--- config.mk ---
export PLATFORM = sky130hd
export DESIGN_NAME = div
export DESIGN_NICKNAME = d
export VERILOG_FILES = /design/src/rtl/div.sv
export SDC_FILE = /design/constraint.sdc
export NUM_CORES = 1
export LEC_CHECK = 0
export ABC_AREA = 1
export BUFFER_PORTS_ARGS = -buffer_cell sky130_fd_sc_hd__buf_4
export CORE_UTILIZATION = 35
export DETAILED_ROUTE_END_ITERATION = 8
export HOLD_SLACK_MARGIN = 0.02
export SLEW_MARGIN = 20
export SYNTH_ARGS = -nofsm -noshare
export SYNTH_HDL_FRONTEND = slang
export SYNTH_SLANG_ARGS = --single-unit
--- constraint.sdc ---
create_clock -name clk -period 2.05 [get_ports clk]
set_input_delay 0.1025 -clock clk [delete_from_list [all_inputs] [get_ports clk]]
set_output_delay 0.1025 -clock clk [all_outputs]
set_load 0.05 [all_outputs]
--- src/rtl/div.sv ---
// rtl/div.sv - multi-cycle restoring divider for HI/LO results
//
// Purpose: 32-step restoring shift-subtract divider (signed DIV / unsigned
// DIVU). The request is held by the producer until the result is consumed.
//
// Ports:
//   clk          - sole clock, rising edge
//   rst          - synchronous active-high reset
//   signed_div_i - 1 = signed divide, 0 = unsigned
//   opdata1_i    - dividend
//   opdata2_i    - divisor
//   start_i      - request, held high until the result is consumed
//   annul_i      - cancel an in-flight division (pipeline flush)
//   result_o     - {remainder, quotient}
//   ready_o      - result_o valid

module div #(
  parameter int DIV_W = 32
) (
  input  logic                 clk,
  input  logic                 rst,
  input  logic                 signed_div_i,
  input  logic [DIV_W-1:0]     opdata1_i,
  input  logic [DIV_W-1:0]     opdata2_i,
  input  logic                 start_i,
  input  logic                 annul_i,
  output logic [2*DIV_W-1:0]   result_o,
  output logic                 ready_o
);

  localparam int CW = $clog2(DIV_W + 1);

  typedef enum logic [1:0] {
    FREE   = 2'd0,
    BYZERO = 2'd1,
    ON     = 2'd2,
    END    = 2'd3
  } state_e;

  state_e               state_q, state_d;
  logic [CW-1:0]        cnt_q, cnt_d;
  // {partial remainder (DIV_W+1 bits), dividend/quotient (DIV_W bits)}
  logic [2*DIV_W:0]     work_q, work_d;
  logic [DIV_W-1:0]     divisor_q, divisor_d;
  logic                 quo_neg_q, quo_neg_d;
  logic                 rem_neg_q, rem_neg_d;
  logic [2*DIV_W-1:0]   result_q, result_d;
  logic                 ready_q, ready_d;

  logic                 op1_neg, op2_neg;
  logic [DIV_W-1:0]     op1_mag, op2_mag;
  logic [DIV_W+1:0]     diff;
  logic [DIV_W-1:0]     quo_mag, rem_mag, quo_fix, rem_fix;

  always_comb begin
    op1_neg = signed_div_i & opdata1_i[DIV_W-1];
    op2_neg = signed_div_i & opdata2_i[DIV_W-1];
    // Magnitude of the most negative value wraps to itself, which is the
    // correct unsigned magnitude, so no overflow trap is needed.
    op1_mag = op1_neg ? -opdata1_i : opdata1_i;
    op2_mag = op2_neg ? -opdata2_i : opdata2_i;

    // Trial subtract on the remainder shifted left by one with the next
    // dividend bit brought in. The top work bit is always zero but keeps
    // the subtraction one bit wider so its sign is unambiguous.
    diff = work_q[2*DIV_W:DIV_W-1] - {2'b00, divisor_q};

    quo_mag = work_q[DIV_W-1:0];
    rem_mag = work_q[2*DIV_W-1:DIV_W];
    quo_fix = quo_neg_q ? -quo_mag : quo_mag;
    rem_fix = rem_neg_q ? -rem_mag : rem_mag;
  end

  always_comb begin
    state_d   = state_q;
    cnt_d     = cnt_q;
    work_d    = work_q;
    divisor_d = divisor_q;
    quo_neg_d = quo_neg_q;
    rem_neg_d = rem_neg_q;
    result_d  = result_q;
    ready_d   = ready_q;

    unique case (state_q)
      FREE: begin
        if (start_i && !annul_i) begin
          divisor_d = op2_mag;
          work_d    = {{(DIV_W+1){1'b0}}, op1_mag};
          cnt_d     = '0;
          quo_neg_d = op1_neg ^ op2_neg;
          rem_neg_d = op1_neg;
          state_d   = (opdata2_i == '0) ? BYZERO : ON;
        end
      end

      BYZERO: begin
        if (annul_i) begin
          state_d = FREE;
        end else begin
          result_d = '0;
          ready_d  = 1'b1;
          state_d  = END;
        end
      end

      ON: begin
        if (annul_i) begin
          cnt_d   = '0;
          state_d = FREE;
        end else if (cnt_q == CW'(DIV_W)) begin
          result_d = {rem_fix, quo_fix};
          ready_d  = 1'b1;
          state_d  = END;
        end else begin
          if (diff[DIV_W+1]) begin
            work_d = {work_q[2*DIV_W-1:0], 1'b0};
          end else begin
            work_d = {diff[DIV_W:0], work_q[DIV_W-2:0], 1'b1};
          end
          cnt_d = cnt_q + CW'(1);
        end
      end

      END: begin
        if (!start_i) begin
          result_d = '0;
          ready_d  = 1'b0;
          state_d  = FREE;
        end
      end

      default: state_d = FREE;
    endcase
  end

  always_ff @(posedge clk) begin
    if (rst) begin
      state_q   <= FREE;
      cnt_q     <= '0;
      work_q    <= '0;
      divisor_q <= '0;
      quo_neg_q <= 1'b0;
      rem_neg_q <= 1'b0;
      result_q  <= '0;
      ready_q   <= 1'b0;
    end else begin
      state_q   <= state_d;
      cnt_q     <= cnt_d;
      work_q    <= work_d;
      divisor_q <= divisor_d;
      quo_neg_q <= quo_neg_d;
      rem_neg_q <= rem_neg_d;
      result_q  <= result_d;
      ready_q   <= ready_d;
    end
  end

  assign result_o = result_q;
  assign ready_o  = ready_q;

endmodule

After elaboration in Yosys (flattened, before gate mapping):

Index checks and enable logic that the tools add are counted.

* flip-flop bits (word level): 172
* bits of input ports: 69
* output and inout port bits: 65

* add/sub/neg operators: 6
* eq/ne operators: 12
* multiplexer cells: 30
* bitwise logic cells: 3
* reductions and logical operators: 11

Operators with widths (count)
* $mux 65: 4
* $mux 64: 4
* $pmux 64 s3: 1
* $pmux 65 s2: 1
* $mux 32: 4
* $neg 32->32: 4
* $sub 34x32->34: 1
* $logic_not 32->1: 1
* $mux 6: 3
* $mux 2: 6
* $ne 2x2->1 const B: 6
* $pmux 6 s2: 1
* $pmux 2 s4: 1
* $add 6x1->6 const B: 1
* $eq 6x6->1 const B: 1
* $ne 3x3->1 const B: 2
* $reduce_and 3->1: 2
* $reduce_and 5->1: 1
* $eq 2x2->1 const B: 2
* $mux 1: 4
* $reduce_and 4->1: 1
* $pmux 1 s3: 1
* $reduce_bool 3->1: 1
* $and 1x1->1: 2
* other kinds (7): 7

Longest topological paths before layout:

* word-level depth: 5
* gate-level depth with buffers: 18
* depth with buffers taken out: 18

Worst setup path before layout:

OpenSTA, ideal clock, no wires.

* kind: register to register
* from: register work_q[45]
* to: register work_q[58]
* setup time: 0.070 ns
* data arrival time: 1.917 ns
* path slack: 0.062 ns
* cell stages (with the launch flop): 14
* cell sequence: dfxtp_1 -> ha_1 -> a21oi_1 -> o21ai_0 -> a21oi_1 -> nand2_2 -> nand2_2 -> nand2_1 -> nand2_1 -> nand2_2 -> buf_6 -> nand2_1 -> nand3_1 -> a21oi_1

* longest elaborated chain between the ends: 5

Ends and longest elaborated chain
* start: declaration: line 43 `logic [2*DIV_W:0] work_q, work_d;`
* start signal: assignment: line 149 `work_q <= work_d;`
* $sub 34x32->34: line 66 `diff = work_q[2*DIV_W:DIV_W-1] - {2'b00, divisor_q};`
* $mux 65: line 115 `if (diff[DIV_W+1]) begin`
* $mux 65: line 110 `end else if (cnt_q == CW'(DIV_W)) begin`
* $mux 65: line 107 `if (annul_i) begin`
* $pmux 65 s2: line 84 `unique case (state_q)`

No other way between the ends. The select of a mux whose other input is x is not followed.
A chain may end at the register's enable or synchronous reset.

Final worst setup path:

* from: register divisor_q[12]
* to: register work_q[47]

* longest elaborated chain between the ends: 5

Ends and longest elaborated chain
* start: declaration: line 44 `logic [DIV_W-1:0] divisor_q, divisor_d;`
* start signal: assignment: line 150 `divisor_q <= divisor_d;`
* $sub 34x32->34: line 66
* $mux 65: line 115
* $mux 65: line 110
* $mux 65: line 107
* $pmux 65 s2: line 84

No other way between the ends. The select of a mux whose other input is x is not followed.

==> summary.md <==
| Metric | Value |
|---|---|
| Status | `finished, violations left` |
| Failing checks | `setup timing` |
| Reg2reg start | `divisor_q[12]$_SDFFE_PP0P_` |
| Area growth, synth to finish | `46.28%` |
| Worst IR Drop VDD | `583.6 uV` |
| Initial antenna violation count | `1` |
| Synth top area share | `between 20 and 30%` |
| GRT Total Usage | `between 20% and 30%` |
| Final ANT Viol Nets | `0` |
| DR vias/cell | `5.174` |
| Worst setup path start | `divisor_q[12]$_SDFFE_PP0P_` |
| CP max stage delay | `340 ps` |
| Post-Synth XOR/XNOR Area | `3.688%` |
| GP Congestion | `0.9266` |
| Worst skew pair latency | `roughly 450 ps` |
| Die width | `189.9 um` |
| First-pass GRT wire length | `approximately 71000 um` |
| Fmax | `453.1 MHz` |
| Largest family of logic cells by synthesized area | `simple AND/OR/NAND/NOR gates` |
| Cell taking the most area after synthesis | `dfxtp_1` |
| Post-Layout Cell Count | `2859` |
| Synth cell types | `47` |
| Total power | `about 12 mW` |
| I/O pin cnt | `134` |
| # H-tree levels | `4` |
| Clock transition at path regs | `70 ps` |
| PwrDens | `661.5 nW/um^2` |
| Max-Slew Margin vs Limit | `54.62%` |
| Data required time of the critical path | `2350 ps` |
| Synth Area in Compound Gates | `18.98%` |
| Nets@finish | `2506` |
| Mux share of post-synthesis cell area | `0%` |
| Reg2reg end | `work_q[47]$_SDFFE_PP0P_` |
| GR Layer Usage met2 | `38.81%` |
| Routed WL | `46610 um` |
| Worst reg-to-reg setup slack | `-160 ps` |
| CP most frequent cell | `nand2_1` |
| Max Cap Viol | `0` |
| Pre-Repair DR Iteration Count | `5` |
| CP Class | `flop to flop` |
| Inst Count DP | `roughly 2800` |
| Final setup fails | `34` |
| Worst Slack Setup Final | `-157.1 ps` |
| Fin util | `52.17%` |
| Core area | `34630 sq um` |
| Most frequent cells in the layout | `nand2_1, buf_4, a21oi_1` |
| Buf/Inv on CP | `2` |
| Vias in the first global route | `13470` |
| Worst path depth | `13` |
| Met3 GRT Util | `4.040%` |
| CTS tree | `yes` |
| Area share of fa/ha/maj cells after synthesis | `~4.5%` |
| Min-delay worst type | `input port to flop` |
| # rows | `68` |
| Mapped Cells | `between 2000 and 2500` |
| CP Capture Type | `flop` |
| Root Buffer | `clkbuf_16` |
| Crit path to | `work_q[47]$_SDFFE_PP0P_` |
| GR Layer Usage met1 | `between 30% and 40%` |
| Pin count of the biggest net entering global routing | `136` |
| CP arrival | `between 2000 and 3000 ps` |
| Worst hold slack | `6.077 ps` |
| Leading post-synthesis cells by cell area | `dfxtp_1, nand2_1, a21oi_1` |
| Tmin final | `2207 ps` |
| Final critical-path share of the clock period | `107.7%` |
| Starting DRC count in detailed routing | `1279` |
| Place WS | `-338.0 ps` |
| Setup TNS | `-3039 ps` |
| DRC | `0` |
| WL/cell | `16.30 um` |
| CP cell instances | `inv_2 -> ha_4 -> nand2_1 -> nand2_2 -> buf_4 -> nand3_1 -> nand2_1 -> a21oi_1 -> nand2_4 -> xnor2_1 -> nand2_1 -> nand3_1 -> a21oi_1` |
| Ant diodes | `0` |
| Worst-Margin Slew | `680.8 ps` |
| Initial Utilization | `35.67%` |
| Hold Vio Cnt, Final | `0` |
| Simple-gate portion of the synthesized area | `34.45%` |
| Count of pins over their slew limit | `0` |
| Die ar. | `36040 sq um` |
| Buffers on Ports | `133` |
| Mapped Avg Cell Area | `between 6 and 7 sq um` |
| Cell Area, Synth | `12350 sq um` |
| Worst setup SP type | `flop` |
| Share of cells above drive strength 1 | `~33%` |
| Clock Path Buffers | `2` |
| CTS buffer count | `17` |
| R2R cell count | `13` |
| Clock skew | `12.03 ps` |
| Cell family with most CP delay | `simple AND/OR/NAND/NOR gates` |
| Leak | `around 8.4 nW` |
| HPWL Detailed | `33940 um` |
| Flops & latches, synth | `172` |
| Gr busiest metal | `met2` |
| Die Ht | `roughly 190 um` |
| Syn_nets | `2153` |
| Routed vias | `14790` |
| Fillers | `3313` |
| Clk sinks | `172` |
| Most common cell after layout, fill and taps aside | `nand2_1` |
| Grt total ovfl | `0` |
| Unrepaired setup endpoints after global routing | `true` |
| Post-synthesis sequential area ratio | `27.88%` |
| Post-Layout Inst Area | `18070 sq um` |
| Worst path slowest cell | `xnor2_1` |
| Placed inst area | `between 15000 and 20000 sq um` |
| Critical Path Fanout Max | `3` |
| Yosys warnings | `0` |
kinds of logic (layout without fill, tap and decap cells):
logic type / Yosys count / count (layout)
buffers and inverters: 334 / 698
AND/OR/NAND/NOR: 1009 / 1009
AO/OA/AOI/OAI: 429 / 429
adder cells (fa/ha/maj): 44 / 44
XOR/XNOR: 52 / 52
flip-flops: 172 / 172
registers in the layout, indices dropped and copies added (netlist names):
register and flops:
rem_neg_q 1, ready_o 1, result_o 64, state_q 2
quo_neg_q 1, cnt_q 6, divisor_q 32, work_q 65
report_power, final:
| group | leakage (nW) | internal, mW | total [mW] | switching [mW] |
|---|---|---|---|---|
| clock | 0.315 | 2.31 | 3.79 | 1.48 |
| combinational | 6.62 | 1.79 | 4.45 | 2.66 |
| sequential | 1.42 | 3.53 | 3.70 | 0.178 |
layer usage:
metal | part of all wire, % | routed length [um]
met1 | 45 | 21080
met2 | 45 | 21000
met3 | 6.3 | 2935
met4 | 3.4 | 1578
met5 | 0.028 | 13
final cells by class:
cell class / count / area, sq um / area share, %
timing repair buffer: 411 / 3338 / 18.48
clock inverter: 11 / 217.7 / 1.205
sequential: 172 / 3521 / 19.49
clock buffer: 19 / 442.9 / 2.452
inverter: 257 / 987.2 / 5.464
multi-input combinational: 1534 / 8990 / 49.76
tap: 455 / 569.3 / 3.151
timing repair:
action                                  in CTS  in global routing
pin swaps                                   36                 81
endpoints found under the setup margin      41                112
gates cloned                                 2                  1
resized for setup                          185                242
hold endpoints to repair                    16                  0
setup buffers                               21                 15
hold buffers                                16                  0
worst min-delay path by stage:
stage	slack [ps]	to	depth (start not counted)	from
after CTS	20	divisor_q[6]$_SDFFE_PP0P_	5	opdata2_i[6]
after global placement	390	divisor_q[0]$_SDFFE_PP0P_	3	opdata2_i[0]
final	6	divisor_q[30]$_SDFFE_PP0P_	4	opdata2_i[30]
after global routing	40	divisor_q[30]$_SDFFE_PP0P_	4	opdata2_i[30]
after floorplan	260	work_q[31]$_SDFFE_PP0P_	2	opdata1_i[31]
after detailed placement	400	divisor_q[0]$_SDFFE_PP0P_	3	opdata2_i[0]
worst register-to-register path, cell delays in order, from the launching register on:
cell and delay, ps:
dfxtp_2 320, inv_2 50, ha_4 250, nand2_1 110, nand2_2 70, buf_4 130, nand3_1 50, nand2_1 100
a21oi_1 270, nand2_4 120, xnor2_1 340, nand2_1 110, nand3_1 80, a21oi_1 60
Yosys cell counts, drive strengths merged:
cell and n:
o21ai 125, nand4 16, nand2 578, xnor2 26, ha 43, a21oi 238, dfxtp 172, a211oi 4
o21a 1, o211a 1, o41ai 2, o31ai 4, xor2 26, nor4 8, inv 253, clkinv 4
a221oi 1, a32oi 1, a31oi 8, nor3 33, a21o 4, o221ai 6, fa 1, clkbuf 58
o2111ai 1, buf 19, o21bai 9, nor2 180, nand3b 9, nand3 172, nor3b 5, or2 8
o211ai 24
No activity file was read; power rests on OpenSTA's default activity.
